==> src/rtl/ser_pkg.sv <==
// Shared types and constants for the bit serializer.
// SER_PARITY_EN adds the PARITY state used to append an even-parity bit.
package ser_pkg;

    localparam int unsigned DefaultWidth = 8;
    localparam logic        IdleLevel    = 1'b1;

`ifdef SER_PARITY_EN
    typedef enum logic [1:0] {
        StIdle,
        StShift,
        StParity
    } ser_state_e;
`else
    typedef enum logic {
        StIdle,
        StShift
    } ser_state_e;
`endif

endpackage

==> src/rtl/ser_bit_cnt.sv <==
// Down-counter tracking the remaining data bits of the word being shifted out.
// Loads WIDTH-1 on acceptance and saturates at zero, where it flags the final bit.
module ser_bit_cnt
    import ser_pkg::*;
#(
    parameter int unsigned WIDTH = DefaultWidth
) (
    input  logic clk,
    input  logic rst,
    input  logic load,
    input  logic dec,
    output logic last
);

    localparam int unsigned CntW = $clog2(WIDTH + 1);

    logic [CntW-1:0] cnt_q, cnt_d;

    always_comb begin
        cnt_d = cnt_q;
        if (load) begin
            cnt_d = CntW'(WIDTH - 1);
        end else if (dec && (cnt_q != '0)) begin
            cnt_d = cnt_q - CntW'(1);
        end
    end

    always_ff @(posedge clk) begin
        if (rst) begin
            cnt_q <= '0;
        end else begin
            cnt_q <= cnt_d;
        end
    end

    assign last = (cnt_q == '0);

endmodule

==> src/rtl/bit_serializer.sv <==
// Parallel-to-serial converter with valid/ready word intake and back-to-back streaming.
// Define SER_PARITY_EN to append an even-parity bit after each word's data bits.
module bit_serializer
    import ser_pkg::*;
#(
    parameter int unsigned WIDTH     = DefaultWidth,
    parameter bit          MSB_FIRST = 1'b1
) (
    input  logic             clk,
    input  logic             rst,
    input  logic [WIDTH-1:0] data_in,
    input  logic             data_valid,
    output logic             data_ready,
    output logic             ser_out,
    output logic             ser_valid,
    output logic             word_done
);

    ser_state_e       state_q, state_d;
    logic [WIDTH-1:0] sreg_q, sreg_d;
    logic             cnt_load, cnt_dec, cnt_last;
    logic             accept;
`ifdef SER_PARITY_EN
    logic             parity_q, parity_d;
`endif

    ser_bit_cnt #(
        .WIDTH(WIDTH)
    ) u_bit_cnt (
        .clk (clk),
        .rst (rst),
        .load(cnt_load),
        .dec (cnt_dec),
        .last(cnt_last)
    );

    // Outputs depend on registered state only, so data_ready never looks at data_valid.
    always_comb begin
        ser_out    = IdleLevel;
        ser_valid  = 1'b0;
        word_done  = 1'b0;
        data_ready = 1'b0;
        unique case (state_q)
            StIdle: begin
                data_ready = 1'b1;
            end
            StShift: begin
                ser_out   = MSB_FIRST ? sreg_q[WIDTH-1] : sreg_q[0];
                ser_valid = 1'b1;
`ifndef SER_PARITY_EN
                word_done  = cnt_last;
                data_ready = cnt_last;
`endif
            end
`ifdef SER_PARITY_EN
            StParity: begin
                ser_out    = parity_q;
                ser_valid  = 1'b1;
                word_done  = 1'b1;
                data_ready = 1'b1;
            end
`endif
            default: ;
        endcase
    end

    assign accept = data_valid & data_ready;

    always_comb begin
        state_d  = state_q;
        sreg_d   = sreg_q;
        cnt_load = 1'b0;
        cnt_dec  = 1'b0;
`ifdef SER_PARITY_EN
        parity_d = parity_q;
`endif
        unique case (state_q)
            StIdle: ;
            StShift: begin
                if (!cnt_last) begin
                    cnt_dec = 1'b1;
                    if (MSB_FIRST) begin
                        sreg_d = {sreg_q[WIDTH-2:0], 1'b0};
                    end else begin
                        sreg_d = {1'b0, sreg_q[WIDTH-1:1]};
                    end
                end else begin
`ifdef SER_PARITY_EN
                    state_d = StParity;
`else
                    state_d = StIdle;
`endif
                end
            end
`ifdef SER_PARITY_EN
            StParity: begin
                state_d = StIdle;
            end
`endif
            default: state_d = StIdle;
        endcase

        // A new word overrides the return to idle, giving gap-free back-to-back words.
        if (accept) begin
            state_d  = StShift;
            sreg_d   = data_in;
            cnt_load = 1'b1;
`ifdef SER_PARITY_EN
            parity_d = ^data_in;
`endif
        end
    end

    always_ff @(posedge clk) begin
        if (rst) begin
            state_q  <= StIdle;
            sreg_q   <= '0;
`ifdef SER_PARITY_EN
            parity_q <= 1'b0;
`endif
        end else begin
            state_q  <= state_d;
            sreg_q   <= sreg_d;
`ifdef SER_PARITY_EN
            parity_q <= parity_d;
`endif
        end
    end

endmodule

==> config.mk <==
export PLATFORM = sky130hd
export DESIGN_NAME = bit_serializer
export DESIGN_NICKNAME = d
export VERILOG_FILES = /design/src/rtl/ser_pkg.sv /design/src/rtl/ser_bit_cnt.sv /design/src/rtl/bit_serializer.sv
export SDC_FILE = /design/constraint.sdc
export NUM_CORES = 1
export LEC_CHECK = 0
export ABC_AREA = 1
export CAP_MARGIN = 20
export CELL_PAD_IN_SITES_DETAIL_PLACEMENT = 1
export CELL_PAD_IN_SITES_GLOBAL_PLACEMENT = 1
export CORE_MARGIN = 2
export CORE_UTILIZATION = 45
export DETAILED_ROUTE_END_ITERATION = 16
export DONT_BUFFER_PORTS = 1
export GPL_ROUTABILITY_DRIVEN = 0
export PLACE_DENSITY = 0.89
export SLEW_MARGIN = 40
export SYNTH_ARGS = -nofsm -noshare
export SYNTH_HDL_FRONTEND = slang
export SYNTH_HIERARCHICAL = 1
export SYNTH_SLANG_ARGS = --single-unit
==> constraint.sdc <==
create_clock -name clk -period 2.9 [get_ports clk]
set_input_delay 0 -clock clk [delete_from_list [all_inputs] [get_ports clk]]
set_output_delay 0 -clock clk [all_outputs]
set_load 0.005 [all_outputs]
==> impl_metrics.ini <==
[min_path]
hold_depth = 5
worstHoldStart = data_valid
hold_path.class = in2reg
holdPathEnd = sreg_q[1]

[setup_path]
path_buf_inv = 3
timing.rr.start = u_bit_cnt/cnt_q[1]
path_cells = inv_1 > ha_1 > nand2_2 > inv_1 > nor2_4 > nor2_1 > nand2_1 > a21oi_1 > dlygate4sd3_1
r2r_setup_slack_ns = 0.77
cp_data_arrival_time_ns = 2.31
critPathTopFamily = buffers and inverters
worst-path-max-fanout = 16
crit_cells = 9
timing.critical_path.mode_cell = inv_1
reg2regPathDepth = 9
r2r-end = sreg_q[0]
critPathCaptureType = flop
cpMaxStageDelayCell = dlygate4sd3_1
worstSetupPathType = reg2reg
cp_data_required_time_ns = 3.07
critical_path.max_stage_delay_ns = 0.56
cp-start-kind = flop

[cts]
cts_tree = done
cts_resized = 0
cts-root-buf = clkbuf_4
ctsHoldBuffers = 10
cts.path.max_buffers = 2
cts.clk_slew.worst_paths_ns = 0.07
postCtsSetupBuffers = 0
cts.sinks = 13
cts_buffers = 3
htreeDepth = 1
clk_latency_ns = 0.29

[synth]
synth_warnings = 6
synth_top_area_share_pct = 34.6
ys_ff_latch = 13
synth_area_um2 = 753
synth_area_leaders = dfxtp_1 35%, nand3_1 14%, nand2_1 11%
yosysUniqueCellTypes = 19
synthCells = 109
synth_largest_area_cell = dfxtp_1
syn_nets = 121
ys_seq_area_share_pct = 34.6
syn_area_per_cell_um2 = 6.91

[sta]
finalHoldViolCount = 0
setup_viol = 0
drv_slew = 0
setup_ws_ns = 0.768
tightest_slew_ns = 0.373
skew_ns = 0.00709
timing.final.crit_period_ns = 2.13
slew_headroom_pct = 75.1
fmax_mhz = 469
final.period_utilization_pct = 73.5
rsz0062_at_grt = false
setup_tns_ns = 0

[final_layout]
syn_to_final_growth_pct = 15.3
layout_commonest_cell = nand2_1
final_nets = 134
antenna_cells = 0
layout_common_cells = 23 x nand2_1, 21 x nand3_1, 17 x inv_1
finish.utilization_pct = 56.3
stdcell_count = 137
final_layout_size_suffix_gt1_share_pct = 16.5

[detailed_routing]
post_drt_via_cell_ratio = 5.49
drt_iter0_markers = 8
wl_um = 2110
drtPass1Iterations = 4
detail-route-antenna-nets = 0
avgRoutedWirePerCell_um = 15.4
route.detailed.drc = 0
detailroute.via_count = 752

[global_routing]
use_met3_pct = 8.00
grt_overflow_total = 0
grt_pass1_wl_um = 3570
met2_usage_pct = 45.2
met1_usage_pct = 26.2
antenna_found_initial = 0
grt_pass1_vias = 790
track_usage_pct = 25.9
busiest_layer = met2
grt_max_degree = 17

[floorplanning]
ios = 15
die_h_um = 44.9
rows = 14
fp.dieW_um = 44.9
dieArea_um2 = 2020
initial_core_util_pct = 48.9
core_area_um2 = 1540

[power]
p_leak_nw = 0.453
power_density_nw_per_um2 = 500
peakVddDrop_mv = 0.423

[placement]
portBuffers = 0
dpl.hpwl_um = 1210
dp_cells = 123
dp_slack_ns = 1.20

[status]
outcome = complete, no violations

[run]
drv_cap = 0
cells in the mapped netlist, drive strengths merged:
cell type and instances:
a21oi 5, nand2 28, nand4 1, buf 2, or2 1, o21ai 1, dfxtp 13, nor2 10
ha 1, inv 22, nand3 25
worst reg2reg max path: stages, from the launching register on:
cell and delay (ns):
dfxtp_1 0.34, inv_1 0.06, ha_1 0.22, nand2_2 0.15, inv_1 0.12, nor2_4 0.34
nor2_1 0.10, nand2_1 0.08, a21oi_1 0.06, dlygate4sd3_1 0.56
cell type report:
cell class                      count  area (um^2)
Inverter                           22         82.6
Clock buffer                        4         26.3
Fill cell                         203          673
Timing Repair Buffer               10          100
Tap cell                           16         20.0
Multi-Input combinational cell     72          379
Sequential cell                    13          260
per-layer routing:
metal  up-vias  part of all wire [%]  wire [um]
met5         -                     0          0
met4         0                   4.1         87
met3         8                   4.3         90
met2        19                    53       1120
met1       363                    38        811
li1        362                     -          -
sequential cells by signal, summed over array words and instances (netlist names):
register         flops
state_q              1
sreg_q               8
u_bit_cnt/cnt_q      4
kinds of logic (layout without fill, tap and decap cells):
group | count (synthesis) | in the layout | synth area share (%)
and+or+nand+nor | 65 | 65 | 44.2
AOI/OAI and AO/OA | 6 | 6 | 4.48
adders and majority gates | 1 | 1 | 1.66
DFF | 13 | 13 | 34.6
buffers and inverters | 24 | 36 | 15.1
where the power goes:
part	internal, mW	switching (mW)
logic	0.0417	0.0739
registers	0.193	0.0104
clock network	0.0536	0.0621
total	0.288	0.146
through the flow:
| stage | power [mW] | area, um^2 | hold slack, ns |
|---|---|---|---|
| global route | 0.466 | 868 | 0.0751 |
| detailed placement | 0.303 | 742 | 0.0723 |
| finish | 0.434 | 868 | 0.0489 |
| floorplan | 0.293 | 753 | 0.0691 |
| CTS | 0.434 | 868 | 0.0239 |
| global placement | 0.297 | 742 | 0.0708 |
worst max path at each step:
stage / start / slack, ns / end
2_1_floorplan: u_bit_cnt/cnt_q[0] / 1.40 / u_bit_cnt/cnt_q[2]
3_3_place_gp: u_bit_cnt/cnt_q[0] / 1.30 / u_bit_cnt/cnt_q[2]
3_5_place_dp: u_bit_cnt/cnt_q[1] / 1.20 / u_bit_cnt/cnt_q[2]
4_1_cts: u_bit_cnt/cnt_q[1] / 0.82 / sreg_q[0]
5_1_grt: u_bit_cnt/cnt_q[1] / 0.58 / sreg_q[0]
6_report: u_bit_cnt/cnt_q[1] / 0.77 / sreg_q[0]
Power figures use the tool's default switching activity.
